`src/rtl/change_dispenser_if.sv`:
```
// rtl/change_dispenser_if.sv - refund, hopper, refill and status signals of the change dispenser
interface change_dispenser_if #(
    parameter int AMT_W = 7,
    parameter int CNT_W = 4
);
    // refund request from the vending FSM
    logic             refund_valid;
    logic [AMT_W-1:0] refund_amt;
    logic             refund_ready;

    // coin hopper, 4-phase req/ack
    logic             coin_req;
    logic [1:0]       coin_out;
    logic             coin_ack;

    // inventory refill
    logic             load;
    logic [1:0]       load_coin;
    logic [CNT_W-1:0] load_qty;

    // status
    logic             busy;
    logic             done;
    logic [AMT_W-1:0] shortfall;
    logic             fault;
    logic [2:0]       coin_empty;

    // requester / hopper / refill side
    modport master (
        output refund_valid, refund_amt, coin_ack, load, load_coin, load_qty,
        input  refund_ready, coin_req, coin_out, busy, done, shortfall, fault, coin_empty
    );

    // dispenser side
    modport slave (
        input  refund_valid, refund_amt, coin_ack, load, load_coin, load_qty,
        output refund_ready, coin_req, coin_out, busy, done, shortfall, fault, coin_empty
    );
endinterface

```
`src/rtl/change_dispenser.sv`:
```
// rtl/change_dispenser.sv - greedy coin payout with hopper handshake, inventory and shortfall reporting
module change_dispenser #(
    parameter int AMT_W       = 7,
    parameter int CNT_W       = 4,
    parameter int INIT_CNT5   = 10,
    parameter int INIT_CNT2   = 10,
    parameter int INIT_CNT1   = 10,
    parameter int ACK_TIMEOUT = 15
) (
    input  logic               clk,
    input  logic               reset_n,
    change_dispenser_if.slave  bus
);

    localparam int TMO_W = $clog2(ACK_TIMEOUT + 1);

    localparam logic [1:0] COIN_1    = 2'b00;
    localparam logic [1:0] COIN_2    = 2'b01;
    localparam logic [1:0] COIN_5    = 2'b10;
    localparam logic [1:0] COIN_NONE = 2'b11;

    typedef enum logic [2:0] {
        S_IDLE,
        S_SELECT,
        S_PAY,
        S_GAP,
        S_DONE,
        S_FAULT
    } state_t;

    state_t           state_q, state_d;
    logic [AMT_W-1:0] rem_q, rem_d;
    logic [AMT_W-1:0] shortfall_q, shortfall_d;
    logic [CNT_W-1:0] cnt5_q, cnt5_d;
    logic [CNT_W-1:0] cnt2_q, cnt2_d;
    logic [CNT_W-1:0] cnt1_q, cnt1_d;
    logic [TMO_W-1:0] tmo_q, tmo_d;
    logic             coin_req_q, coin_req_d;
    logic [1:0]       coin_out_q, coin_out_d;
    logic             done_q, done_d;
    logic             fault_q, fault_d;
    logic             ready_q, ready_d;
    logic             busy_q, busy_d;
    logic [2:0]       empty_q, empty_d;

    // Refill add that clamps at the counter maximum instead of wrapping.
    function automatic logic [CNT_W-1:0] sat_add(input logic [CNT_W-1:0] cnt,
                                                 input logic [CNT_W-1:0] qty);
        logic [CNT_W:0] sum;
        sum = {1'b0, cnt} + {1'b0, qty};
        return sum[CNT_W] ? {CNT_W{1'b1}} : sum[CNT_W-1:0];
    endfunction

    // Rupee value of a hopper coin code.
    function automatic logic [AMT_W-1:0] coin_value(input logic [1:0] code);
        case (code)
            COIN_1:  return AMT_W'(1);
            COIN_2:  return AMT_W'(2);
            COIN_5:  return AMT_W'(5);
            default: return '0;
        endcase
    endfunction

    // Next-state and registered-output logic for the payout FSM.
    always_comb begin
        state_d     = state_q;
        rem_d       = rem_q;
        shortfall_d = shortfall_q;
        cnt5_d      = cnt5_q;
        cnt2_d      = cnt2_q;
        cnt1_d      = cnt1_q;
        tmo_d       = tmo_q;
        coin_req_d  = coin_req_q;
        coin_out_d  = coin_out_q;
        done_d      = 1'b0;
        fault_d     = fault_q;

        case (state_q)
            S_IDLE: begin
                // Refill is applied first so a same-cycle accept sees post-load counts.
                if (bus.load) begin
                    case (bus.load_coin)
                        COIN_5:  cnt5_d = sat_add(cnt5_q, bus.load_qty);
                        COIN_2:  cnt2_d = sat_add(cnt2_q, bus.load_qty);
                        COIN_1:  cnt1_d = sat_add(cnt1_q, bus.load_qty);
                        default: ;
                    endcase
                end
                if (bus.refund_valid && ready_q) begin
                    rem_d       = bus.refund_amt;
                    shortfall_d = '0;
                    state_d     = S_SELECT;
                end
            end

            S_SELECT: begin
                // Largest eligible coin first; whatever cannot be paid becomes the shortfall.
                if (rem_q >= AMT_W'(5) && cnt5_q != '0) begin
                    coin_out_d = COIN_5;
                    state_d    = S_PAY;
                end else if (rem_q >= AMT_W'(2) && cnt2_q != '0) begin
                    coin_out_d = COIN_2;
                    state_d    = S_PAY;
                end else if (rem_q >= AMT_W'(1) && cnt1_q != '0) begin
                    coin_out_d = COIN_1;
                    state_d    = S_PAY;
                end else begin
                    shortfall_d = rem_q;
                    done_d      = 1'b1;
                    state_d     = S_DONE;
                end
                if (state_d == S_PAY) begin
                    coin_req_d = 1'b1;
                    tmo_d      = '0;
                end
            end

            S_PAY: begin
                if (bus.coin_ack) begin
                    rem_d = rem_q - coin_value(coin_out_q);
                    case (coin_out_q)
                        COIN_5:  cnt5_d = cnt5_q - CNT_W'(1);
                        COIN_2:  cnt2_d = cnt2_q - CNT_W'(1);
                        COIN_1:  cnt1_d = cnt1_q - CNT_W'(1);
                        default: ;
                    endcase
                    coin_req_d = 1'b0;
                    coin_out_d = COIN_NONE;
                    state_d    = S_GAP;
                end else if (tmo_q == TMO_W'(ACK_TIMEOUT - 1)) begin
                    // The unacknowledged coin is not counted as paid.
                    coin_req_d  = 1'b0;
                    coin_out_d  = COIN_NONE;
                    fault_d     = 1'b1;
                    done_d      = 1'b1;
                    shortfall_d = rem_q;
                    state_d     = S_FAULT;
                end else begin
                    tmo_d = tmo_q + TMO_W'(1);
                end
            end

            S_GAP: begin
                if (!bus.coin_ack) begin
                    state_d = S_SELECT;
                end
            end

            S_DONE: begin
                state_d = S_IDLE;
            end

            S_FAULT: begin
                state_d = S_FAULT;
            end

            default: begin
                state_d = S_IDLE;
            end
        endcase

        ready_d = (state_d == S_IDLE);
        busy_d  = (state_d != S_IDLE);
        empty_d = {cnt5_d == '0, cnt2_d == '0, cnt1_d == '0};
    end

    // State and output registers; reset restores the loaded inventory.
    always_ff @(posedge clk or negedge reset_n) begin
        if (!reset_n) begin
            state_q     <= S_IDLE;
            rem_q       <= '0;
            shortfall_q <= '0;
            cnt5_q      <= CNT_W'(INIT_CNT5);
            cnt2_q      <= CNT_W'(INIT_CNT2);
            cnt1_q      <= CNT_W'(INIT_CNT1);
            tmo_q       <= '0;
            coin_req_q  <= 1'b0;
            coin_out_q  <= COIN_NONE;
            done_q      <= 1'b0;
            fault_q     <= 1'b0;
            ready_q     <= 1'b1;
            busy_q      <= 1'b0;
            empty_q     <= {INIT_CNT5 == 0, INIT_CNT2 == 0, INIT_CNT1 == 0};
        end else begin
            state_q     <= state_d;
            rem_q       <= rem_d;
            shortfall_q <= shortfall_d;
            cnt5_q      <= cnt5_d;
            cnt2_q      <= cnt2_d;
            cnt1_q      <= cnt1_d;
            tmo_q       <= tmo_d;
            coin_req_q  <= coin_req_d;
            coin_out_q  <= coin_out_d;
            done_q      <= done_d;
            fault_q     <= fault_d;
            ready_q     <= ready_d;
            busy_q      <= busy_d;
            empty_q     <= empty_d;
        end
    end

    assign bus.refund_ready = ready_q;
    assign bus.coin_req     = coin_req_q;
    assign bus.coin_out     = coin_out_q;
    assign bus.busy         = busy_q;
    assign bus.done         = done_q;
    assign bus.shortfall    = shortfall_q;
    assign bus.fault        = fault_q;
    assign bus.coin_empty   = empty_q;

endmodule

```
`src/flat_wrapper.sv`:
```
// flat-port wrapper written by rule: the top's interface ports become plain ports
module change_dispenser_flat 
#(
    parameter int AMT_W       = 7,
    parameter int CNT_W       = 4,
    parameter int INIT_CNT5   = 10,
    parameter int INIT_CNT2   = 10,
    parameter int INIT_CNT1   = 10,
    parameter int ACK_TIMEOUT = 15
)
  (clk, reset_n, bus_refund_valid, bus_refund_amt, bus_coin_ack, bus_load, bus_load_coin, bus_load_qty, bus_refund_ready, bus_coin_req, bus_coin_out, bus_busy, bus_done, bus_shortfall, bus_fault, bus_coin_empty);
  change_dispenser_if #(.AMT_W(AMT_W), .CNT_W(CNT_W)) bus_i ();
  input  logic clk;
  input  logic reset_n;
  input wire logic [$bits(bus_i.refund_valid)-1:0] bus_refund_valid;
  input wire logic [$bits(bus_i.refund_amt)-1:0] bus_refund_amt;
  input wire logic [$bits(bus_i.coin_ack)-1:0] bus_coin_ack;
  input wire logic [$bits(bus_i.load)-1:0] bus_load;
  input wire logic [$bits(bus_i.load_coin)-1:0] bus_load_coin;
  input wire logic [$bits(bus_i.load_qty)-1:0] bus_load_qty;
  output wire logic [$bits(bus_i.refund_ready)-1:0] bus_refund_ready;
  output wire logic [$bits(bus_i.coin_req)-1:0] bus_coin_req;
  output wire logic [$bits(bus_i.coin_out)-1:0] bus_coin_out;
  output wire logic [$bits(bus_i.busy)-1:0] bus_busy;
  output wire logic [$bits(bus_i.done)-1:0] bus_done;
  output wire logic [$bits(bus_i.shortfall)-1:0] bus_shortfall;
  output wire logic [$bits(bus_i.fault)-1:0] bus_fault;
  output wire logic [$bits(bus_i.coin_empty)-1:0] bus_coin_empty;
  assign bus_i.refund_valid = bus_refund_valid;
  assign bus_i.refund_amt = bus_refund_amt;
  assign bus_i.coin_ack = bus_coin_ack;
  assign bus_i.load = bus_load;
  assign bus_i.load_coin = bus_load_coin;
  assign bus_i.load_qty = bus_load_qty;
  assign bus_refund_ready = bus_i.refund_ready;
  assign bus_coin_req = bus_i.coin_req;
  assign bus_coin_out = bus_i.coin_out;
  assign bus_busy = bus_i.busy;
  assign bus_done = bus_i.done;
  assign bus_shortfall = bus_i.shortfall;
  assign bus_fault = bus_i.fault;
  assign bus_coin_empty = bus_i.coin_empty;
  change_dispenser #(.AMT_W(AMT_W), .CNT_W(CNT_W), .INIT_CNT5(INIT_CNT5), .INIT_CNT2(INIT_CNT2), .INIT_CNT1(INIT_CNT1), .ACK_TIMEOUT(ACK_TIMEOUT)) u_core (.clk(clk), .reset_n(reset_n), .bus(bus_i));
endmodule
```
`config.mk`:
```
export PLATFORM = sky130hd
export DESIGN_NAME = change_dispenser_flat
export DESIGN_NICKNAME = d
export VERILOG_FILES = /design/src/rtl/change_dispenser_if.sv /design/src/rtl/change_dispenser.sv /design/src/flat_wrapper.sv
export SDC_FILE = /design/constraint.sdc
export NUM_CORES = 1
export LEC_CHECK = 0
export ABC_AREA = 1
export CORE_MARGIN = 5
export CORE_UTILIZATION = 62
export DETAILED_ROUTE_END_ITERATION = 7
export PLACE_DENSITY = 0.95
export SLEW_MARGIN = 40
export SYNTH_ARGS = -nofsm -noshare
export SYNTH_HDL_FRONTEND = slang
export SYNTH_SLANG_ARGS = --single-unit
```
`constraint.sdc`:
```
create_clock -name clk -period 4.6 [get_ports clk]
set_input_delay 1.15 -clock clk [delete_from_list [all_inputs] [get_ports clk]]
set_output_delay 1.15 -clock clk [all_outputs]
set_load 0.01 [all_outputs]
```
Word level (Yosys, flattened, before mapping) --
Cells that the tools add are included. W data, S select, Z words.
Word-level totals: output and inout port bits 17, memories kept 0, latch bits 0, bits in read-only memories 0, bits in writable memories 0, flip-flop bits (word level) 43, input port bits 18
Operators by class: divide/modulo/power cells 0, multiplexer cells 60, multiply operators 0, bitwise operators 1, $add $sub $neg 8, reductions and logical operators 24, eq/ne operators 21, $lt $le $gt $ge 3, shifts and indexed selects 0
Operators by type and width (count):
- $mux W4 | 18
- $mux W7 | 10
- $pmux W4 S2 | 4
- $mux W3 | 8
- $pmux W7 S3 | 1
- $add A4 B4 Y5 | 3
- $pmux W3 S5 | 1
- $pmux W7 S2 | 1
- $logic_not A4 Y1 | 3
- $ne A2 B2 Y1 const B | 6
- $reduce_and A3 Y1 | 4
- $reduce_bool A4 Y1 | 3
- $sub A4 B1 Y4 const B | 3
- $mux W2 | 5
- $eq A3 B2 Y1 const B | 3
- $pmux W3 S3 | 1
- $mux W1 | 8
- $ge A7 B1 Y1 const B | 1
- $ge A7 B2 Y1 const B | 1
- $ge A7 B3 Y1 const B | 1
- $reduce_and A7 Y1 | 1
- $sub A7 B7 Y7 | 1
- $logic_not A3 Y1 | 2
- $ne A2 B1 Y1 const B | 3
- other kinds (16) | 25

Logic depth before layout (Yosys ltp) --
Gate-level depths: netlist of the first run.
word-level depth 9, gate-level depth with buffers 13, mapped depth without buffers 13

Least setup slack after synthesis of the first run --
Ideal clock, no wire load.
path type input -> register, start input bus_load_qty[0], end register u_core.empty_q[0] (netlist: u_core.bus.coin_empty[0]), library setup time 0.071 ns, slack 2.218 ns, cell stages on the path 12, data arrival time 2.311 ns, path buffers 0, cell sequence ha_1 > inv_1 > fa_1 > nand2_1 > nand2_1 > nor2_1 > nand2_1 > nand2_1 > nand2_1 > nor2_1 > nand3_1 > nor2_1
Between the ends: word-level cells in the longest chain between the ends 6
Ends and longest elaborated chain:
- start: declaration | line flat_wrapper.sv:20 | input wire logic [$bits(bus_i.load_qty)-1:0] bus_load_qty;
- $add A4 B4 Y5 | line change_dispenser.sv:50 | sum = {1'b0, cnt} + {1'b0, qty};
- $mux W4 | line change_dispenser.sv:51 | return sum[CNT_W] ? {CNT_W{1'b1}} : sum[CNT_W-1:0];
- $mux W4 | line change_dispenser.sv:82 | case (bus.load_coin)
- $mux W4 | line change_dispenser.sv:81 | if (bus.load) begin
- $pmux W4 S2 | line change_dispenser.sv:78 | case (state_q)
- $logic_not A4 Y1 | line change_dispenser.sv:164 | empty_d = {cnt5_d == '0, cnt2_d == '0, cnt1_d == '0};
- via u_core.empty_d[0] | line change_dispenser.sv:44 | logic [2:0] empty_q, empty_d;
- end signal: assignment | line change_dispenser.sv:183 | empty_q <= {INIT_CNT5 == 0, INIT_CNT2 == 0, INIT_CNT1 == 0};
- end signal: assignment | line change_dispenser.sv:198 | empty_q <= empty_d;
- end: declaration | line change_dispenser.sv:44
The timed path passes the listed nets, and every way through them passes these cells. A chain may end at the register's enable or synchronous reset.

Final worst setup path of the first run --
start input bus_load_qty[1], end register u_core.empty_q[1] (netlist: u_core.bus.coin_empty[1])
Same word-level chain as after synthesis.

==> impl_metrics.csv, run 1 <==
group,metric,value,unit
run_status,outcome,"completed",
sta,rsz0062_at_grt,"no",
die,initial_core_util,63.4,%
sta,finalHoldViolations,0,
global_routing,grt_pass1_wl,13400,microns
synthesis,syn_area_per_cell,6.85,sq um
min_path,hold_depth,2,
sta,fmax,352,MHz
final_layout,num_antenna_cells,0,
clock_network,tritoncts,"yes",
clock_network,cts_sinks,43,
final_layout,fillerInstances,402,
clock_network,clk_pin_slew,80,ps
synthesis,syn_area,3220,sq um
sta,relSlewSlack,63.8,%
placement,io_buffers,34,
die,dieArea,6730,sq um
drt,first_pass_iters,5,
worst_setup_path,path_class,"in -> reg",
placement,dpl.hpwl,5950,microns
synthesis,async_flop_share,100,%
worst_setup_path,arrival,3070,ps
global_routing,grt_pass1_vias,3117,
global_routing,grt_start_max_net_pins,44,
sta,finalSetupViolations,0,
synthesis,synth_cell_types,30,
drt,ant_nets,0,
synthesis,synth_common_cells,"128 x nand2_1, 66 x nand3_1, 58 x nor2_1",
sta,period_share,61.7,%
placement,dp_slack,1470,ps
clock_network,cts_resized,0,
worst_setup_path,worst_r2r_endpoint,"u_core.bus.shortfall[3]",
sta,layout_min_cycle_time,2840,ps
min_path,min_to,"u_core.bus.shortfall[4]",
synthesis,yosys_register_bits,43,
synthesis,synth.largest_area_cell,"dfrtp_1",
final_layout,area_growth,15.9,%
die,die-height,82.1,microns
clock_network,clk_path_buf_depth,2,
clock_network,ctsHoldBuffers,0,
sta,slew_violations,0,
synthesis,yosysWarnings,0,
flow_run,max-cap-violations,0,
power_and_ir_drop,p_leak,1.93,nW
drt,routed_wl,7830,microns
clock_network,htree_levels,2,
synthesis,synthesis.nets,512,
synthesis,synth_flop_cell,"dfrtp_1",
die,core_area,5070,sq um
clock_network,insertion_delay,300,ps
power_and_ir_drop,power.density,695,nW/um^2
die,die_w,82.1,microns
placement,gp_congestion,0.832,
drt,drt_drc_violations_left,0,
worst_setup_path,reg2reg_slack,2320,ps
worst_setup_path,end_kind,"flip-flop",
drt,num_vias,3257,
power_and_ir_drop,total_power,2.59,mW
global_routing,overflow,0,
die,io_pins,35,
min_path,min_path_type,"reg -> reg",
synthesis,synth_area_leaders,"dfrtp_1 26%, nand2_1 15%, nand3_1 10%, ha_1 7.8%, dfstp_2 7.3%",
sta,fin_ws,1760,ps
synthesis,synth_top_area_share,26.4,%
drt,vias_per_cell,5.65,
worst_setup_path,critPathMaxFanout,4,
final_layout,final_nets,547,
sta,fin_worst_skew,6.13,ps
power_and_ir_drop,ir_drop,0.450,mV
global_routing,antenna_found_initial,0,
sta,final.setup.tns,0,ps
worst_setup_path,worstPathRequired,4830,ps
synthesis,synth_edf_count,0,
worst_setup_path,crit-reg2reg-launch,"u_core.state_q[0]",
final_layout,drive_above_1_share,9.68,%
drt,wl_per_cell,13.6,microns
synthesis,synth.most_common_cell,"nand2_1",
sta,worst_pin_slew,543,ps
global_routing,grt.total_usage,25.4,%
worst_setup_path,r2r_cells,9,
synthesis,yosysSeqAreaShare,33.8,%
synthesis,synthCells,470,
worst_setup_path,worst_setup_path_start_kind,"input pin",
die,rows,26,
clock_network,cts-root-buf,"clkbuf_8",
clock_network,cts_made_buffers,5,
min_path,min_from,"u_core.bus.shortfall[4]",
clock_network,post_cts_buffers,0,
drt,drt_iter0_drc,224,
## metrics by stage
step	std cells	utilization, %	area, sq um	hold WS (ps)
2_1_floorplan	470	-	3220	472
6_report	576	73.5	3730	478
3_3_place_gp	568	71.2	3610	456
5_1_grt	576	73.5	3730	502
3_5_place_dp	568	71.2	3610	462
4_1_cts	576	73.5	3730	481
## worst max-delay path, stage by stage
cell and delay, ps:
clkdlybuf4s50_1 540, inv_1 150, fa_1 490, nand2_1 90
nand2_1 50, nor2_1 80, nand2_1 60, nand2_1 60
nand2_1 60, nor2_1 130, nand3_1 110, nor2_1 100
## sequential cells by signal, indices dropped and copies added, names as in the netlist
name / flops
u_core.bus.busy: 1
u_core.bus.coin_empty: 3
u_core.bus.coin_out: 2
u_core.bus.coin_req: 1
u_core.bus.done: 1
u_core.bus.fault: 1
u_core.bus.refund_ready: 1
u_core.bus.shortfall: 7
u_core.cnt1_q: 4
u_core.cnt2_q: 4
u_core.cnt5_q: 4
u_core.rem_q: 7
u_core.state_q: 3
u_core.tmo_q: 4
## per-layer routing
metal  global-route usage, %  share of wire [%]
met1                    30.9                 42
met2                    44.4                 50
met3                    4.28                5.7
met4                    10.3                2.5
met5                       0                  0
## how the worst max path moves through the flow
stage	from	endpoint
after CTS	bus_load_qty[0]	u_core.bus.coin_empty[1]
after global placement	bus_load_qty[0]	u_core.bus.coin_empty[1]
after detailed placement	bus_load_qty[0]	u_core.bus.coin_empty[1]
after global routing	bus_load_qty[1]	u_core.bus.coin_empty[2]
final	bus_load_qty[1]	u_core.bus.coin_empty[1]
after floorplan	bus_load_qty[0]	u_core.bus.coin_empty[0]
## layout make-up
cell class	count	area, sq um	area share, %
clock inverter	2	35.0	0.939
inverter	71	269	7.21
clock buffer	6	82.6	2.21
sequential	43	1090	29.1
timing repair buffer	34	338	9.05
tap	70	87.6	2.35
multi-input combinational	350	1830	49.1
## cells by family (layout without fill, tap and decap cells)
kind of cell               count (synthesis)  after routing  synth area share, %
and+or+nand+nor                          280            280                 38.4
buffers and inverters                     77            113                 9.33
DFF                                       43             43                 33.8
AOI/OAI and AO/OA                         41             41                 6.88
adders and majority gates                 24             24                 10.3
xor gates and xnor gates                   5              5                 1.36
## power by group
part	switching [mW]	total [mW]	internal, mW	leakage (nW)
sequential	0.169	0.737	0.568	0.522
clock	0.132	0.308	0.176	0.0612
combinational	0.975	1.55	0.572	1.35
## layout by cell type (no fill, tap or decap)
cell             Yosys  layout
fa_1                 4       4
nor3_2               1       1
clkdlybuf4s50_1      0      33
bufinv_16            0       1
or2_2                1       1
clkinv_2             0       1
dfstp_2              9       9
nand2_2              7       7
a21oi_1             20      20
nor3_1               5       5
o21ai_0              5       5
o221ai_1             1       1
buf_4                1       1
o21ai_1              9       9
o211ai_1             3       3
nor2_8               1       1
dfrtp_1             34      34
nor3b_1              1       1
nor2_1              58      58
nand4_1              5       5
clkbuf_8             0       6
nor2_2               3       3
a21o_1               1       1
o22ai_1              2       2
ha_1                20      20
xor2_1               5       5
inv_4                1       1
inv_2               13      13
nand3_1             66      66
nor2_4               4       4
inv_1               57      57
nand2_1            128     128
Power figures use the tool's default switching activity.
==> run 2, diff against run 1 <==
--- a/config.mk
+++ b/config.mk
@@ -7,9 +7,9 @@
 export LEC_CHECK = 0
 export ABC_AREA = 1
 export CORE_MARGIN = 5
-export CORE_UTILIZATION = 62
+export CORE_UTILIZATION = 57
 export DETAILED_ROUTE_END_ITERATION = 7
-export PLACE_DENSITY = 0.95
+export PLACE_DENSITY = 0.89
 export SLEW_MARGIN = 40
 export SYNTH_ARGS = -nofsm -noshare
 export SYNTH_HDL_FRONTEND = slang
==> constraint.sdc (replaced) <==
create_clock -name clk -period 2.79 [get_ports clk]
set_input_delay 0.6975 -clock clk [delete_from_list [all_inputs] [get_ports clk]]
set_output_delay 0.6975 -clock clk [all_outputs]
set_load 0.01 [all_outputs]
==> run 2 against run 1 <==
Setup slack got worse by 1400 ps. Global-route usage is 2.3 points lower. Critical endpoint unchanged. Clock skew increased by 2.9 ps. Sequential power up 64%.
==> impl_metrics.csv, run 2 (synthesis results as in run 1) <==
group,metric,value,unit
drt,routed_wl,7950,microns
worst_setup_path,path_class,"in -> reg",
sta,fmax,419,MHz
sta,period_share,85.5,%
global_routing,grt_pass1_vias,3191,
drt,num_vias,3267,
final_layout,final_common_cell,"nand2_1",
drt,vias_per_cell,5.62,
clock_network,cts_resized,0,
global_routing,grt_start_max_net_pins,44,
global_routing,grt_pass1_wl,13800,microns
power_and_ir_drop,seqPwrFrac,28.6,%
clock_network,clk_pin_slew,80,ps
final_layout,area_growth,16.1,%
placement,gp_congestion,0.901,
sta,finalHoldViolations,0,
power_and_ir_drop,p_sw_share,49.8,%
run_status,outcome,"completed",
drt,drt_drc_violations_left,0,
drt,ant_nets,0,
worst_setup_path,worst_setup_path_start_kind,"input pin",
final_layout,num_antenna_cells,0,
clock_network,post_cts_buffers,0,
final_layout,final_util,67.9,%
die,core_area,5510,sq um
worst_setup_path,critPathMaxFanout,3,
clock_network,htree_levels,2,
die,rows,27,
clock_network,cts_made_buffers,5,
die,die_w,85.2,microns
power_and_ir_drop,ir_drop,0.619,mV
power_and_ir_drop,internal_power,2.13,mW
final_layout,drive_above_1_share,10.0,%
final_layout,fillerInstances,439,
final_layout,final_cell_mix,"128 x nand2_1, 66 x nand3_1, 58 x nor2_1",
clock_network,insertion_delay,300,ps
global_routing,overflow,0,
worst_setup_path,end_kind,"flip-flop",
power_and_ir_drop,power.density,1130,nW/um^2
power_and_ir_drop,total_power,4.24,mW
flow_run,max-cap-violations,0,
power_and_ir_drop,combPwrFrac,61.0,%
die,initial_core_util,58.5,%
sta,fin_worst_skew,9.05,ps
sta,relSlewSlack,62.7,%
final_layout,final_nets,550,
power_and_ir_drop,p_sw,2.11,mW
global_routing,antenna_found_initial,0,
die,dieArea,7250,sq um
drt,first_pass_iters,7,
worst_setup_path,worstPathRequired,3020,ps
clock_network,clk_path_buf_depth,2,
sta,rsz0062_at_grt,"no",
power_and_ir_drop,pwr-share-clk,10.4,%
clock_network,ctsHoldBuffers,0,
die,die-height,85.2,microns
global_routing,grt.total_usage,23.1,%
sta,slew_violations,0,
clock_network,cts_sinks,43,
min_path,min_path_type,"in -> async",
drt,wl_per_cell,13.7,microns
sta,final.setup.tns,0,ps
clock_network,cts-root-buf,"clkbuf_8",
placement,io_buffers,34,
final_layout,stdcell_count,581,
drt,drt_iter0_drc,218,
placement,dpl.cell_count,573,
sta,finalSetupViolations,0,
worst_setup_path,arrival,2620,ps
die,io_pins,35,
clock_network,tritoncts,"yes",
sta,holdWs,382,ps
placement,dpl.hpwl,5970,microns
sta,layout_min_cycle_time,2380,ps
power_and_ir_drop,p_leak,1.94,nW
sta,worst_pin_slew,559,ps
## run 2: power groups by stage
stage	clock network (mW)	registers [mW]	logic [mW]
floorplan	0	1.19	1.84
global placement	0	1.20	2.41
detailed placement	0	1.21	2.54
CTS	0.446	1.21	2.57
global route	0.471	1.25	2.94
finish	0.443	1.21	2.59
## run 2: critical path: stages
cell and delay (ps):
clkdlybuf4s50_1 550, ha_1 200, inv_1 60, fa_1 410
nand2_1 90, nand2_1 50, nor2_1 70, nand2_1 60
nand2_1 60, nand2_1 50, nor2_1 140, nand3_1 90
nor2_1 80
## run 2: per-layer routing
layer | wire length, microns | part of all wire [%] | global-route usage (%)
met4 | 174 | 2.2 | 8.78
met1 | 3200 | 40 | 29.2
met3 | 592 | 7.4 | 3.88
met2 | 3980 | 50 | 39.4
met5 | 0 | 0 | 0
## run 2: final timing paths
check | start | to | slack, ps | depth (start not counted)
max reg2reg | u_core.bus.coin_out[0] | u_core.rem_q[6] | 670 | 9
min | reset_n | u_core.bus.shortfall[6] | 380 | 1
max in group asynchronous | reset_n | u_core.cnt2_q[1] | 2020 | 1
min in group clk | u_core.bus.shortfall[2] | u_core.bus.shortfall[2] | 490 | 2
min reg2reg | u_core.bus.shortfall[2] | u_core.bus.shortfall[2] | 490 | 2
max | bus_load_qty[0] | u_core.bus.coin_empty[1] | 410 | 13
## run 2: final cells by class
cell class                 count  area (sq um)  share of cell area, %
clock buffer                   8           100                   2.68
inverter                      71           269                   7.20
multi-input combinational    350          1830                   49.0
sequential                    43          1090                   29.1
tap                           72          90.1                   2.41
timing repair buffer          37           360                   9.64
## run 2: through the flow
stage,cell area (sq um),setup WS (ps)
global placement,3640,149
CTS,3740,409
finish,3740,406
floorplan,3220,824
detailed placement,3640,99.4
global route,3740,240
==> run 3, diff against run 2 <==
--- a/config.mk
+++ b/config.mk
@@ -6,7 +6,7 @@
 export NUM_CORES = 1
 export LEC_CHECK = 0
 export ABC_AREA = 1
-export CORE_MARGIN = 5
+export CORE_MARGIN = 4
 export CORE_UTILIZATION = 57
 export DETAILED_ROUTE_END_ITERATION = 7
 export PLACE_DENSITY = 0.89
==> constraint.sdc (replaced) <==
create_clock -name clk -period 2.79 [get_ports clk]
set_input_delay 0.558 -clock clk [delete_from_list [all_inputs] [get_ports clk]]
set_output_delay 0.558 -clock clk [all_outputs]
set_load 0.01 [all_outputs]
==> run 3 against run 2 <==
Sequential cell count unchanged. Wire length down 4.5%. Die area decreased by 4.6%. Utilization shrank 0.34 points. Critical path type unchanged. Via count fell by 3.6%. Critical path depth shrank 1. Total power shrank 2.1%. Non-clock buffer count is the same. Largest cell class unchanged.
==> impl_metrics.csv, run 3 (synthesis results as in run 1) <==
group,metric,value,unit
run_status,outcome,"completed",
die,die-height,83.2,microns
final_layout,num_antenna_cells,0,
die,io_pins,35,
clock_network,htree_levels,2,
placement,placed_area,3640,sq um
sta,fin_worst_skew,7.35,ps
final_layout,final_nets,550,
die,dieArea,6910,sq um
sta,worst_pin_slew,546,ps
die,initial_core_util,58.5,%
placement,dpl.hpwl,5850,microns
min_path,min_path_type,"in -> async",
sta,period_share,79.4,%
worst_setup_path,worst_setup_path_start_kind,"input pin",
flow_run,max-cap-violations,0,
drt,ant_nets,0,
die,core_area,5510,sq um
clock_network,ctsHoldBuffers,0,
clock_network,cts_made_buffers,5,
final_layout,final_common_cell,"nand2_1",
worst_setup_path,path_class,"in -> reg",
worst_setup_path,cpPeakStageDelay,560,ps
drt,wl_per_cell,13.1,microns
global_routing,grt.total_usage,22.8,%
placement,io_buffers,34,
power_and_ir_drop,total_power,4.16,mW
worst_setup_path,cp_common_cell,"nand2_1",
sta,slew_violations,0,
global_routing,grt_pass1_wl,13000,microns
power_and_ir_drop,ir_drop,0.615,mV
global_routing,grt_pass1_vias,2902,
clock_network,insertion_delay,300,ps
power_and_ir_drop,p_leak,1.93,nW
clock_network,cts-root-buf,"clkbuf_8",
drt,num_vias,3148,
die,die_w,83.2,microns
global_routing,grt_start_max_net_pins,44,
sta,rsz0062_at_grt,"no",
final_layout,area_growth,15.5,%
worst_setup_path,worstPathRequired,3030,ps
drt,drt_drc_violations_left,0,
clock_network,clk_path_buf_depth,2,
clock_network,cts_resized,0,
clock_network,cts_sinks,43,
drt,drt_iter0_drc,165,
drt,first_pass_iters,6,
worst_setup_path,critPathMaxFanout,4,
sta,fmax,452,MHz
global_routing,overflow,0,
worst_setup_path,end_kind,"flip-flop",
sta,finalHoldViolations,0,
power_and_ir_drop,power.density,1120,nW/um^2
sta,relSlewSlack,63.6,%
drt,vias_per_cell,5.42,
final_layout,final_cell_mix,"128 x nand2_1, 66 x nand3_1, 58 x nor2_1",
final_layout,fin_area,3720,sq um
placement,gp_congestion,0.923,
sta,layout_min_cycle_time,2210,ps
global_routing,antenna_found_initial,0,
clock_network,post_cts_buffers,0,
worst_setup_path,crit_chain,"clkdlybuf4s50_1 -> inv_1 -> fa_1 -> nand2_1 -> nand2_1 -> nor2_1 -> nand2_1 -> nand2_1 -> nand2_1 -> nor2_1 -> nand3_1 -> nor2_1",
clock_network,tritoncts,"yes",
final_layout,drive_above_1_share,9.82,%
clock_network,clk_pin_slew,80,ps
die,rows,27,
sta,final.setup.tns,0,ps
worst_setup_path,arrival,2450,ps
worst_setup_path,cp_slowest_cell,"clkdlybuf4s50_1",
sta,finalSetupViolations,0,
drt,routed_wl,7590,microns
sta,holdWs,246,ps
[run 3: cell count changes in the layout (fill, tap and decap cells not counted), sizes merged]
cell,change
clkbuf,-1
clkinv,+1
[run 3: where the power goes]
| part | switching (mW) | internal (mW) |
|---|---|---|
| sequential | 0.274 | 0.937 |
| combinational | 1.59 | 0.965 |
| clock | 0.213 | 0.176 |
[run 3: metrics by stage]
stage          worst slack [ps]  std cells  utilization, %
2_1_floorplan               824        470               -
3_3_place_gp                286        573            66.0
3_5_place_dp                268        573            66.1
4_1_cts                     579        581            67.6
5_1_grt                     385        581            67.6
6_report                    576        581            67.6
[run 3: final cells by class]
class                   instances  area (sq um)
multi-input cells             350          1830
fillers                       459          1790
flip-flops and latches         43          1090
repair buffers                 37           360
inverters                      71           269
well taps                      72          90.1
clock buffers                   7          76.3
clock inverters                 1          5.00
[run 3: routing by layer]
metal	track usage (%)	wire length (microns)
met5	0	0
met4	7.88	166
met1	29.9	3290
met3	5.16	420
met2	37.2	3710
[run 3: worst paths after layout]
path	from	end	slack, ps	cells after the start
setup / recovery	bus_load_qty[1]	u_core.bus.coin_empty[1]	580	12
hold reg to reg	u_core.bus.shortfall[2]	u_core.bus.shortfall[2]	470	2
setup reg to reg	u_core.bus.coin_out[0]	u_core.rem_q[6]	670	9
min in group clk	u_core.bus.shortfall[2]	u_core.bus.shortfall[2]	470	2
hold / removal	reset_n	u_core.bus.shortfall[6]	250	1
max in group asynchronous	reset_n	u_core.bus.refund_ready	2170	1
[run 3: critical path, delay by kind of cell]
family                     cells  cell delay [ps]
buffers and inverters          2              720
and+or+nand+nor                9              690
adders and majority gates      1              500
